===== src/rtl/ex_stage_pkg.sv =====
// Shared widths, ALU op indices, FSM encodings and SRAM packing helpers for the execute stage.
package ex_stage_pkg;

  localparam int IS_TO_ES_BUS_WD      = 192;
  localparam int ES_TO_MS_BUS_WD      = 76;
  localparam int ES_TO_IS_FORWARD_BUS = 38;
  localparam int ES_TO_HAZARD_BUS_WD  = 6;
  localparam int ALU_OP_WD            = 19;

  localparam int OP_ADD  = 0;
  localparam int OP_SUB  = 1;
  localparam int OP_SLT  = 2;
  localparam int OP_SLTU = 3;
  localparam int OP_AND  = 4;
  localparam int OP_NOR  = 5;
  localparam int OP_OR   = 6;
  localparam int OP_XOR  = 7;
  localparam int OP_SLL  = 8;
  localparam int OP_SRL  = 9;
  localparam int OP_SRA  = 10;
  localparam int OP_LUI  = 11;
  localparam int OP_RSVD_LO = 12;

  localparam logic [1:0] ST_IDLE   = 2'd0;
  localparam logic [1:0] ST_REQ    = 2'd1;
  localparam logic [1:0] ST_DONE   = 2'd2;
  localparam logic [1:0] ST_CANCEL = 2'd3;

  localparam logic [1:0] SIZE_BYTE = 2'b00;
  localparam logic [1:0] SIZE_HALF = 2'b01;
  localparam logic [1:0] SIZE_WORD = 2'b10;

  // Field order matches the issue-stage bus, MSB first.
  typedef struct packed {
    logic [ALU_OP_WD-1:0] alu_op;
    logic                 src1_is_pc;
    logic                 src2_is_imm;
    logic                 res_from_mem;
    logic                 gr_we;
    logic                 mem_we;
    logic [4:0]           dest;
    logic [31:0]          rj;
    logic [31:0]          rkd;
    logic [1:0]           st_size;
    logic                 unsigned_ld;
    logic [31:0]          imm;
    logic [31:0]          retpc;
    logic [31:0]          pc;
  } is_to_es_t;

  function automatic logic [3:0] store_wstrb(input logic [1:0] size, input logic [1:0] lo2);
    logic [3:0] strb;
    case (size)
      SIZE_BYTE: strb = 4'b0001 << lo2;
      SIZE_HALF: strb = lo2[1] ? 4'b1100 : 4'b0011;
      default:   strb = 4'b1111;
    endcase
    return strb;
  endfunction

  // Narrow stores replicate the data so every lane carries the right bytes.
  function automatic logic [31:0] store_wdata(input logic [1:0] size, input logic [31:0] data);
    logic [31:0] wd;
    case (size)
      SIZE_BYTE: wd = {4{data[7:0]}};
      SIZE_HALF: wd = {2{data[15:0]}};
      default:   wd = data;
    endcase
    return wd;
  endfunction

endpackage


===== src/rtl/ex_stage_alu.sv =====
// Combinational one-hot ALU; any reserved op bit forces a zero result.
module alu
  import ex_stage_pkg::*;
(
  input  logic [ALU_OP_WD-1:0] alu_op,
  input  logic [31:0]          src1,
  input  logic [31:0]          src2,
  output logic [31:0]          result
);

  logic [31:0] add_res;
  logic [31:0] sub_res;
  logic [31:0] slt_res;
  logic [31:0] sltu_res;
  logic [31:0] and_res;
  logic [31:0] nor_res;
  logic [31:0] or_res;
  logic [31:0] xor_res;
  logic [31:0] sll_res;
  logic [31:0] srl_res;
  logic [31:0] sra_res;
  logic [31:0] lui_res;
  logic [31:0] onehot_res;
  logic        rsvd_set;

  assign add_res  = src1 + src2;
  assign sub_res  = src1 - src2;
  assign slt_res  = {31'b0, $signed(src1) < $signed(src2)};
  assign sltu_res = {31'b0, src1 < src2};
  assign and_res  = src1 & src2;
  assign nor_res  = ~(src1 | src2);
  assign or_res   = src1 | src2;
  assign xor_res  = src1 ^ src2;
  assign sll_res  = src1 << src2[4:0];
  assign srl_res  = src1 >> src2[4:0];
  assign sra_res  = $unsigned($signed(src1) >>> src2[4:0]);
  assign lui_res  = src2;

  assign onehot_res = ({32{alu_op[OP_ADD]}}  & add_res)
                    | ({32{alu_op[OP_SUB]}}  & sub_res)
                    | ({32{alu_op[OP_SLT]}}  & slt_res)
                    | ({32{alu_op[OP_SLTU]}} & sltu_res)
                    | ({32{alu_op[OP_AND]}}  & and_res)
                    | ({32{alu_op[OP_NOR]}}  & nor_res)
                    | ({32{alu_op[OP_OR]}}   & or_res)
                    | ({32{alu_op[OP_XOR]}}  & xor_res)
                    | ({32{alu_op[OP_SLL]}}  & sll_res)
                    | ({32{alu_op[OP_SRL]}}  & srl_res)
                    | ({32{alu_op[OP_SRA]}}  & sra_res)
                    | ({32{alu_op[OP_LUI]}}  & lui_res);

  assign rsvd_set = |alu_op[ALU_OP_WD-1:OP_RSVD_LO];
  assign result   = rsvd_set ? 32'b0 : onehot_res;

endmodule


===== src/rtl/ex_stage.sv =====
// Execute stage: latches an issued instruction, runs the ALU and drives the data-SRAM request,
// with a small FSM that lets a flushed instruction's outstanding request drain safely.
module ex_stage
  import ex_stage_pkg::*;
(
  input  logic                            clk,
  input  logic                            reset,
  input  logic                            es_flush,
  input  logic                            is_to_es_valid,
  input  logic [IS_TO_ES_BUS_WD-1:0]      is_to_es_bus,
  output logic                            es_allowin,
  input  logic                            ms_allowin,
  output logic                            es_to_ms_valid,
  output logic [ES_TO_MS_BUS_WD-1:0]      es_to_ms_bus,
  output logic [ES_TO_IS_FORWARD_BUS-1:0] es_to_is_forward_bus,
  output logic [ES_TO_HAZARD_BUS_WD-1:0]  es_to_hazard_bus,
  output logic                            es_cancel_resp,
  output logic                            data_sram_req,
  output logic                            data_sram_wr,
  output logic [1:0]                      data_sram_size,
  output logic [3:0]                      data_sram_wstrb,
  output logic [31:0]                     data_sram_addr,
  output logic [31:0]                     data_sram_wdata,
  input  logic                            data_sram_addr_ok
);

  logic        es_valid;
  is_to_es_t   es_bus;
  logic [1:0]  state;
  logic [1:0]  state_nxt;
  logic        es_ready_go;
  logic        es_mem;
  logic        sram_req;
  logic [31:0] src1;
  logic [31:0] src2;
  logic [31:0] es_result;
  logic [31:0] unused_retpc;

  assign es_mem       = es_bus.mem_we | es_bus.res_from_mem;
  assign src1         = es_bus.src1_is_pc  ? es_bus.pc  : es_bus.rj;
  assign src2         = es_bus.src2_is_imm ? es_bus.imm : es_bus.rkd;
  assign unused_retpc = es_bus.retpc;

  alu u_alu (
    .alu_op (es_bus.alu_op),
    .src1   (src1),
    .src2   (src2),
    .result (es_result)
  );

  // Request FSM. REQ and CANCEL hold the request regardless of ms_allowin so the
  // memory handshake always completes; CANCEL does it on behalf of a flushed inst.
  always_comb begin
    sram_req       = 1'b0;
    es_ready_go    = 1'b1;
    es_cancel_resp = 1'b0;
    state_nxt      = state;
    case (state)
      ST_IDLE: begin
        sram_req    = es_valid & es_mem & ms_allowin & ~es_flush;
        es_ready_go = ~es_mem | (sram_req & data_sram_addr_ok);
        if (sram_req && !data_sram_addr_ok) begin
          state_nxt = ST_REQ;
        end
      end
      ST_REQ: begin
        sram_req    = 1'b1;
        es_ready_go = data_sram_addr_ok;
        if (data_sram_addr_ok) begin
          es_cancel_resp = es_flush;
          state_nxt      = (es_flush || ms_allowin) ? ST_IDLE : ST_DONE;
        end else if (es_flush) begin
          state_nxt = ST_CANCEL;
        end
      end
      ST_DONE: begin
        es_ready_go = 1'b1;
        if (es_flush || ms_allowin) begin
          state_nxt = ST_IDLE;
        end
      end
      default: begin
        sram_req    = 1'b1;
        es_ready_go = 1'b0;
        if (data_sram_addr_ok) begin
          es_cancel_resp = 1'b1;
          state_nxt      = ST_IDLE;
        end
      end
    endcase
  end

  assign es_allowin     = (state != ST_CANCEL) && (!es_valid || (es_ready_go && ms_allowin));
  assign es_to_ms_valid = es_valid & es_ready_go & ~es_flush;

  // A flush wins over a same-cycle capture; the upstream stage is flushed alongside.
  always_ff @(posedge clk or posedge reset) begin
    if (reset) begin
      es_valid <= 1'b0;
      es_bus   <= '0;
      state    <= ST_IDLE;
    end else begin
      state <= state_nxt;
      if (es_flush) begin
        es_valid <= 1'b0;
      end else if (es_allowin) begin
        es_valid <= is_to_es_valid;
      end
      if (!es_flush && es_allowin && is_to_es_valid) begin
        es_bus <= is_to_es_bus;
      end
    end
  end

  assign es_to_ms_bus = {es_bus.res_from_mem, es_bus.gr_we, es_bus.dest, es_bus.st_size,
                         es_bus.unsigned_ld, es_result[1:0], es_result, es_bus.pc};

  assign es_to_is_forward_bus = {ES_TO_IS_FORWARD_BUS{es_valid}}
                              & {es_bus.gr_we, es_bus.dest, es_result};
  assign es_to_hazard_bus     = {ES_TO_HAZARD_BUS_WD{es_valid}}
                              & {es_bus.res_from_mem, es_bus.dest};

  // SRAM fields are only driven while a request is up; the stage register keeps them stable.
  assign data_sram_req   = sram_req;
  assign data_sram_wr    = sram_req & es_bus.mem_we;
  assign data_sram_size  = sram_req ? es_bus.st_size : 2'b00;
  assign data_sram_addr  = sram_req ? es_result : 32'b0;
  assign data_sram_wstrb = (sram_req && es_bus.mem_we) ? store_wstrb(es_bus.st_size, es_result[1:0]) : 4'b0;
  assign data_sram_wdata = (sram_req && es_bus.mem_we) ? store_wdata(es_bus.st_size, es_bus.rkd) : 32'b0;

endmodule


===== config.mk =====
export PLATFORM = sky130hd
export DESIGN_NAME = ex_stage
export DESIGN_NICKNAME = d
export VERILOG_FILES = /design/src/rtl/ex_stage_pkg.sv /design/src/rtl/ex_stage_alu.sv /design/src/rtl/ex_stage.sv
export SDC_FILE = /design/constraint.sdc
export NUM_CORES = 1
export LEC_CHECK = 0
export ABC_AREA = 1
export CORE_MARGIN = 2
export CORE_UTILIZATION = 40
export CTS_CLUSTER_DIAMETER = 40
export DETAILED_ROUTE_END_ITERATION = 16
export PLACE_DENSITY = 0.65
export SYNTH_ARGS = -nofsm -noshare
export SYNTH_HDL_FRONTEND = slang
export SYNTH_SLANG_ARGS = --single-unit
export TNS_END_PERCENT = 100

===== constraint.sdc =====
create_clock -name clk -period 9.1 [get_ports clk]
set_input_delay 1.365 -clock clk [delete_from_list [all_inputs] [get_ports clk]]
set_output_delay 1.365 -clock clk [all_outputs]
set_load 0.02 [all_outputs]

# Word level (Yosys, flattened, before mapping)
# Cells that the tools add are included.
# op_classes
addsub,2
n_mul,0
div,0
order_cmp,2
eq_ne,7
shifts,4
muxes,24
bitwise,40
n_reduce_logical,18
# ops
cell,n
$or 32x32->32,12
$and 32x32->32,11
$mux 32,5
$and 32x1->32,2
$lt 32x32->1,2
$pmux 32 s2,1
$and 38x38->38,1
$add 32x32->32,1
$not 32->32,1
$shl 32x5->32,1
$shr 32x5->32,1
$sshr 32x5->32,1
$sub 32x32->32,1
$xor 32x32->32,1
$mux 2,7
$mux 4,2
$pmux 4 s2,1
$and 1x1->1,7
$reduce_or 7->1,1
$and 6x6->6,1
$logic_and 1x1->1,6
$ne 2x2->1 const B,3
$pmux 2 s3,1
$eq 2x1->1 const B,2
other kinds (15),25
# totals
ff_bits,163
latch_bits,0
ramBits,0
rom_bits,0
in_bits,198
output_inout_bits,195
word_cells,112
mem_count,0

# Depth between registers and ports, before layout
# Gate-level depths: netlist of run 1.
# depth
depth_word,18
ltp_mapped,25
ltp_nobuf,22

# Hierarchy
# Synthesis of run 1 repeated with hierarchy kept, for this count alone.
# hier_totals
hier_cells,3414
area_unflattened_um2,19680.1
# modules_own_cells
mod,instances,cells_each,area_per_inst_um2,seq_area_each_um2
alu,1,2267,10802.9,0.0
ex_stage,1,1147,8877.3,4078.9

# Worst setup path before layout of run 1
# OpenSTA, ideal clock, no wires.
# synth_path
path_kind,reg2out
start,register es_bus[171] (netlist name)
end,output data_sram_addr[19]
arrival_ns,3.137
required_time_ns,7.735
slack_ns,4.598
path_stages_with_launch,25
path_buffers,5
cell_sequence,dfrtp_1 -> buf_4 -> buf_6 -> nand2_1 -> o21ai_2 -> inv_2 -> buf_2 -> buf_2 -> ha_1 -> clkbuf_2 -> inv_1 -> nand2_1 -> o21ai_0 -> nand3_1 -> nand2_1 -> nand2_1 -> nand2_1 -> nand2_1 -> nand3_1 -> nand2_1 -> nor2_1 -> nor2_1 -> nand2_1 -> nand2_1 -> nor2_1
# synth_via
elab_chain_len,16
elab_cells_between_ends,33
classes_between,add/sub: 2; shift: 3; mux: 3; bitwise: 25
# synth_rtl
element,line,source
from (decl),ex_stage.sv:28,is_to_es_t es_bus;
from (signal assigned),ex_stage.sv:110,es_bus <= is_to_es_bus;
$mux 32 (*),ex_stage.sv:41,assign src2 = es_bus.src2_is_imm ? es_bus.imm : es_bus.rkd;
$add 32x32->32 / $sub 32x32->32 (equally long branches),"ex_stage_alu.sv:26, ex_stage_alu.sv:27",
$and 32x32->32 (on tied branches),"ex_stage_alu.sv:39, ex_stage_alu.sv:40",
$or 32x32->32,ex_stage_alu.sv:40,| ({32{alu_op[OP_SUB]}} & sub_res)
$or 32x32->32,ex_stage_alu.sv:41,| ({32{alu_op[OP_SLT]}} & slt_res)
$or 32x32->32,ex_stage_alu.sv:42,| ({32{alu_op[OP_SLTU]}} & sltu_res)
$or 32x32->32,ex_stage_alu.sv:43,| ({32{alu_op[OP_AND]}} & and_res)
$or 32x32->32,ex_stage_alu.sv:44,| ({32{alu_op[OP_NOR]}} & nor_res)
$or 32x32->32,ex_stage_alu.sv:45,| ({32{alu_op[OP_OR]}} & or_res)
$or 32x32->32,ex_stage_alu.sv:46,| ({32{alu_op[OP_XOR]}} & xor_res)
$or 32x32->32,ex_stage_alu.sv:47,| ({32{alu_op[OP_SLL]}} & sll_res)
$or 32x32->32,ex_stage_alu.sv:48,| ({32{alu_op[OP_SRL]}} & srl_res)
$or 32x32->32,ex_stage_alu.sv:49,| ({32{alu_op[OP_SRA]}} & sra_res)
$or 32x32->32 (*),ex_stage_alu.sv:50,| ({32{alu_op[OP_LUI]}} & lui_res);
$mux 32 (*),ex_stage_alu.sv:53,assign result = rsvd_set ? 32'b0 : onehot_res;
$mux 32 (*),ex_stage.sv:127,assign data_sram_addr = sram_req ? es_result : 32'b0;
to (decl),ex_stage.sv:22,"output logic [31:0] data_sram_addr,"
# Mark *: on every way between the ends. The rest lies on a longest branch, timed or not.

# Final worst setup path of run 1
# layout_path
start,register es_bus[171] (netlist name)
end,output es_to_is_forward_bus[29]
# layout_via
elab_chain_len,16
elab_cells_between_ends,33
classes_between,add/sub: 2; shift: 3; mux: 2; bitwise: 26
# layout_rtl
element,line,source
$mux 32 (*),ex_stage.sv:41,
$add 32x32->32 / $sub 32x32->32 (equally long branches),"ex_stage_alu.sv:26, ex_stage_alu.sv:27",
$and 32x32->32 (on tied branches),"ex_stage_alu.sv:39, ex_stage_alu.sv:40",
$or 32x32->32,ex_stage_alu.sv:40,
$or 32x32->32,ex_stage_alu.sv:41,
$or 32x32->32,ex_stage_alu.sv:42,
$or 32x32->32,ex_stage_alu.sv:43,
$or 32x32->32,ex_stage_alu.sv:44,
$or 32x32->32,ex_stage_alu.sv:45,
$or 32x32->32,ex_stage_alu.sv:46,
$or 32x32->32,ex_stage_alu.sv:47,
$or 32x32->32,ex_stage_alu.sv:48,
$or 32x32->32,ex_stage_alu.sv:49,
$or 32x32->32 (*),ex_stage_alu.sv:50,
$mux 32 (*),ex_stage_alu.sv:53,
$and 38x38->38 (*),ex_stage.sv:119,"& {es_bus.gr_we, es_bus.dest, es_result};"
to (decl),ex_stage.sv:15,"output logic [ES_TO_IS_FORWARD_BUS-1:0] es_to_is_forward_bus,"
# Marks and branches as above.

==> out/results.txt, run 1 <==
outcome -> finished, final reports clean
# IOs -> 393
Pins Over Slew Limit -> 0
synth top area cells -> dfrtp_1 (22%), nand2_1 (18%), nand3_1 (9.5%), inv_1 (8.3%), nor2_1 (6.9%)
dpl cells -> 3944
die footprint -> 47700 sq um
die height -> 218 um
crit-path cells -> inv_2, o21ai_4, buf_4, ha_1, inv_1, nand2_1, inv_1, nand2_1, nand2_1, nand2_1, nand2_1, nand2_1, nand3_1, nand3_1, nand4_1, nand2_1, nor2_1, clkdlybuf4s50_1
Critical-path top delay cell -> dfrtp_1
number of CTS-inserted buffers -> 17
row count -> 78
DRC errors left -> 0
Routed Antenna Nets -> 0
GPL Wtd Cong -> 1.05
fin crit share -> 78.4%
maximum fanout along the worst path -> 38
CTS H-Tree Depth -> 4
top cell type's share of synthesized area -> 22.2%
RSZ-0062 raised after global routing -> false
most used cell, CP -> nand2_1
max-cap violation count -> 0
Hold EP -> es_bus[95]$_DFFE_PP0P_
r2r endpoint -> es_bus[138]$_DFFE_PP0P_
TNS Setup -> 0 ns
largest net degree at the start of global routing -> 102
vias in the first global route -> 20475
final wirelength -> 89.8 mm
Detail Placement HPWL -> 72.3 mm
Layout Cells excl Fill -> 3977
clk buf depth -> 2
Synth area leader -> dfrtp_1
Avg Inst Size Synth -> 5.85 sq um
WL/cell -> 22.6 um
R2R depth -> 11
Mapped Nets -> 3443
cells after synthesis -> 3146
CTS clk-pin slew, worst paths -> 0.07 ns
Slew @ Worst Pin -> 1.23 ns
hold depth -> 2
Layout area overhead -> 22.5%
CP max stage delay -> 0.73 ns
register bit total from synthesis -> 163
clk_lat worst skew -> 0.47 ns
drt first-iter violations -> 2698
hold_sp -> es_bus[95]$_DFFE_PP0P_
total gr overflow -> 0
PortBufs -> 360
gr usage total -> 37.1%
global-route wire length before repair -> 131 mm
Sink Count -> 163
Startpoint Class -> flip-flop
flop2flop setup slack -> 4.92 ns
initial core utilization -> 40.5%
Post-CTS Resized -> 0
top_reg_cell synth -> dfrtp_1
Fmax -> 0.140 GHz
post-synthesis sequential area ratio -> 22.2%
cts hold-fix bufs -> 0
Yosys cell types -> 51
WHS -> 0.486 ns
Arrival @ worst endpoint -> 5.77 ns
ys async rst share -> 100%
Post-synth EDFFs -> 0
share of cells above drive strength 1 -> 4.18%
Min-Delay Path Class -> flip-flop to flip-flop
nets@finish -> 3660
# setup viols final -> 0
CTS tree -> done
fin crit period -> 7.13 ns
Slew HR -> 17.2%
initial antenna violation count -> 2
drt pass-1 iters -> 8
final hold violations -> 0
Crit Path Class -> flip-flop to primary output
Cell Area, Synth -> 18400 sq um
Worst Path Required -> 7.74 ns
# fillers -> 4874
DIE WIDTH -> 218 um
CP endpoint kind -> primary output
FF-to-FF Start -> es_valid$_DFFE_PP0P_
Ys Warns -> 0
area of the core -> 45400 sq um
Crit. Startpoint -> es_bus[171]$_DFFE_PP0P_
clk_skew -> 0.00961 ns
clk root buf -> clkbuf_16
via count -> 22283
post-CTS setup buffers -> 0
Vias/cell -> 5.60
==> worst max-delay path by stage <==
stage | endpoint | slack (ns) | cells past startpoint
6_report | es_to_is_forward_bus[29] | 1.97 | 18
5_1_grt | data_sram_addr[29] | 1.69 | 18
4_1_cts | es_to_is_forward_bus[14] | 2.08 | 18
3_5_place_dp | es_to_is_forward_bus[14] | 2.61 | 16
3_3_place_gp | es_to_is_forward_bus[14] | 2.68 | 18
2_1_floorplan | es_bus[100]$_DFFE_PP0P_ | 3.33 | 1
==> per-layer routing <==
metal,vias up,track usage (%),share of wire (%)
li1,10500,-,-
met5,-,0,0.024
met3,176,7.17,9.0
met4,4,18.8,5.4
met1,10381,50.4,43
met2,1222,55.9,43
==> registers in the layout, summed over array words and instances, names as in the netlist <==
name,count
es_to_ms_bus,42
state,2
es_bus,118
es_valid,1
==> per-stage QoR <==
step           utilization, %  setup slack (ns)  cell area, sq um
2_1_floorplan               -              3.33             18400
3_3_place_gp             48.2              2.68             21900
3_5_place_dp             48.2              2.61             21900
4_1_cts                  49.7              2.08             22500
5_1_grt                  49.7              1.69             22500
6_report                 49.7              1.97             22500
==> synthesized netlist by cell type, types with 8 or more instances <==
cell       instances
o21ai_2           12
o22ai_1           19
nand3_1          350
o21ai_0          148
o211ai_1          18
nand2_1          891
clkbuf_1          61
or2_2             27
ha_1              97
a211oi_1          10
buf_6             24
nand4_1           19
a221oi_1          10
inv_1            407
o21bai_1          11
a21oi_1          174
o21ai_1          140
nor3_1            25
buf_2             55
dfrtp_1          163
buf_4             56
nor2_1           340
o2111ai_1          8
==> cell type report <==
cell class | count | area [sq um] | area share, %
inverter | 415 | 1570 | 6.95
multi-input combinational | 2364 | 11600 | 51.3
antenna | 1 | 2.50 | 0.0111
clock buffer | 17 | 425 | 1.89
timing repair buffer | 402 | 3920 | 17.4
sequential | 163 | 4080 | 18.1
clock inverter | 15 | 225 | 0.999
tap | 600 | 751 | 3.33
==> worst max-delay path, delay by kind of cell (launching register included) <==
kind,cells,cell delay [ns]
buffers and inverters,5,1.82
adder cells (fa/ha/maj),1,0.39
AND/OR/NAND/NOR,11,1.70
AO/OA/AOI/OAI,1,0.60
flip-flops,1,0.73
==> placed cells by master (no fill, tap or decap), drive strengths merged, types with 10 or more instances in the layout <==
cell type / n
a221oi: 10
nand4: 19
dfrtp: 163
nand2: 897
nor3: 25
inv: 424
o211ai: 18
nand3: 353
clkdlybuf4s50: 360
o21ai: 300
clkbuf: 17
a211oi: 10
nor2: 345
ha: 97
buf: 42
a21oi: 174
o21bai: 11
or2: 31
o22ai: 19
==> logic make-up after synthesis <==
| kind of cell | Yosys count | share of synthesized area [%] |
|---|---|---|
| buf+inv | 619 | 15.2 |
| compound gates | 574 | 17.3 |
| flops | 163 | 22.2 |
| fa+ha+maj | 99 | 6.82 |
| simple gates | 1691 | 38.6 |
Power of run 1 is left out: the tool's default activity adds up to more than one toggle a clock period on the data nets, which glitch-free logic cannot reach.
==> run 2: changes to the inputs <==
--- a/config.mk
+++ b/config.mk
@@ -10,7 +10,7 @@
 export CORE_UTILIZATION = 40
 export CTS_CLUSTER_DIAMETER = 40
 export DETAILED_ROUTE_END_ITERATION = 16
-export PLACE_DENSITY = 0.65
+export PLACE_DENSITY = 0.68
 export SYNTH_ARGS = -nofsm -noshare
 export SYNTH_HDL_FRONTEND = slang
 export SYNTH_SLANG_ARGS = --single-unit
==> constraint.sdc (replaced) <==
create_clock -name clk -period 5.8 [get_ports clk]
set_input_delay 0.87 -clock clk [delete_from_list [all_inputs] [get_ports clk]]
set_output_delay 0.87 -clock clk [all_outputs]
set_load 0.02 [all_outputs]
==> run 2 against run 1 <==
Global-route usage shrank 0.90 points; non-clock buffer count is 37 higher; die area is the same; critical path depth up 2; worst hold slack improved by 0.00052 ns; count of clock-buffer cells in the layout unchanged; critical endpoint unchanged; utilization is 0.71 points higher; final area is 1.4% higher; worst setup slack worse by 1.8 ns; cell count increased by 0.91%; routed wire length shrank 2.2%.
==> out/results.txt, run 2 (synthesized netlist as in run 1, its figures left out) <==
outcome -> finished, final reports clean
DIE WIDTH -> 218 um
initial antenna violation count -> 5
# IOs -> 393
total gr overflow -> 0
FF+latch area -> 4080 sq um
die height -> 218 um
Routed met3 length -> 9.03 mm
area of placed instances -> 22200 sq um
Startpoint Class -> flip-flop
initial core utilization -> 40.5%
worst path bufs/invs -> 5
Top Metal Used -> met5
CTS tree -> done
drt first-iter violations -> 2864
Top Family by Delay on Critical Path -> simple AND/OR/NAND/NOR gates
row count -> 78
Crit Path Class -> flip-flop to primary output
largest net degree at the start of global routing -> 141
Pins Over Slew Limit -> 0
CP max stage delay -> 0.61 ns
Vias/cell -> 5.52
cts hold-fix bufs -> 0
wl on met1 -> 36.3 mm
final wirelength -> 87.9 mm
fin crit period -> 5.63 ns
area of the core -> 45400 sq um
most used cell, CP -> nand2_1
GPL Wtd Cong -> 1.05
clk_skew -> 0.0151 ns
most common cell after layout, fill and taps aside -> nand2_1
WL/cell -> 21.9 um
Routed Antenna Nets -> 0
# fillers -> 4924
drt pass-1 iters -> 6
metal2 WL -> 38.1 mm
DRC errors left -> 0
Sink Count -> 163
CP endpoint kind -> primary output
max reg flops -> 118
clk buf depth -> 2
Detail Placement HPWL -> 70.8 mm
Multi-input gate area -> 11600 sq um
die footprint -> 47700 sq um
PortBufs -> 360
global-route wire length before repair -> 128 mm
clk root buf -> clkbuf_16
CTS clk-pin slew, worst paths -> 0.07 ns
Critical-path top delay cell -> clkdlybuf4s50_1
final hold violations -> 0
maximum fanout along the worst path -> 19
RSZ-0062 raised after global routing -> false
crit-path cells -> buf_4, inv_4, nand2_1, nand2_1, inv_1, ha_1, inv_1, nand2_1, o21ai_1, nand2_1, nand2_1, nand2_1, nand2_1, nand2_1, nand3_1, nand3_1, nand4_1, nand2_1, nor2_1, clkdlybuf4s50_1
share of cells above drive strength 1 -> 5.65%
Fmax -> 0.178 GHz
fin crit share -> 97.0%
nets@finish -> 3697
Slew HR -> 36.4%
Final Instance Area -> 22900 sq um
CTS H-Tree Depth -> 4
diode count -> 0
gr usage total -> 36.2%
vias in the first global route -> 19895
# setup viols final -> 0
clk_lat worst skew -> 0.46 ns
Worst Path Required -> 4.93 ns
number of CTS-inserted buffers -> 17
Min-Delay Path Class -> flip-flop to flip-flop
Slew @ Worst Pin -> 0.954 ns
via count -> 22158
TNS Setup -> 0 ns
Arrival @ worst endpoint -> 4.76 ns
Layout area overhead -> 24.3%
most flop-heavy register -> es_bus
most frequent cells in the layout -> nand2_1 (885), inv_1 (406), clkdlybuf4s50_1 (353)
max-cap violation count -> 0
## run 2: cell count changes in the layout (fill, tap and decap cells not counted), sizes merged, moves of 2 or more
| cell | delta |
|---|---|
| inv | -2 |
| bufinv | -2 |
| buf | +37 |
| clkdlybuf4s50 | -7 |
| dlymetal6s2s | +7 |
| clkinvlp | +2 |
| clkinv | +2 |
## run 2: final timing paths
kind | start | end | slack [ns] | cells after the start
worst max-delay path | es_bus[172]$_DFFE_PP0P_ | es_to_is_forward_bus[29] | 0.17 | 20
worst min-delay path | es_bus[91]$_DFFE_PP0P_ | es_bus[91]$_DFFE_PP0P_ | 0.49 | 2
worst max register to register | es_valid$_DFFE_PP0P_ | es_bus[139]$_DFFE_PP0P_ | 2.34 | 10
worst min register to register | es_bus[91]$_DFFE_PP0P_ | es_bus[91]$_DFFE_PP0P_ | 0.49 | 2
max in group asynchronous | reset | es_to_ms_bus[25]$_DFFE_PP0P_ | 3.85 | 3
min in group asynchronous | reset | es_bus[125]$_DFFE_PP0P_ | 0.90 | 2
## run 2: what timing repair did
action	in CTS	in global routing
resized for setup	0	33
buffers inserted	0	0
setup endpoints to repair	0	55
## run 2: per-layer routing
metal	global-route usage, %	vias to the layer above
met4	15.9	6
met5	0	-
li1	-	10600
met2	55.7	1323
met1	49.0	10049
met3	7.18	180
## run 2: final cells by class
class / instances / area share (%)
Multi-Input combinational cell: 2364 / 50.8
Tap cell: 600 / 3.28
Timing Repair Buffer: 439 / 18.5
Clock buffer: 17 / 1.86
Clock inverter: 15 / 0.821
Sequential cell: 163 / 17.8
Inverter: 415 / 6.85
## run 2: metrics by stage
step / hold slack [ns] / utilization [%] / setup WS (ns) / std cells
after global placement: 0.460 / 48.9 / 0.508 / 3981
after global routing: 0.504 / 50.4 / 0.00481 / 4013
after CTS: 0.488 / 50.2 / 0.0209 / 4013
after detailed placement: 0.469 / 48.9 / 0.531 / 3981
final: 0.487 / 50.4 / 0.174 / 4013
after floorplan: 0.446 / - / 0.525 / 3146
## run 2: worst register-to-register path, cell delays in order (launching register included)
cell and delay [ns]:
dfrtp_1 0.64, inv_2 0.45, nor4_4 0.48, inv_2 0.09, o21ai_2 0.15, nand3_2 0.10
a22oi_4 0.20, nand3_4 0.36, buf_4 0.52, nor2_1 0.28, a21oi_1 0.05
Power of run 2 is left out for the same reason.
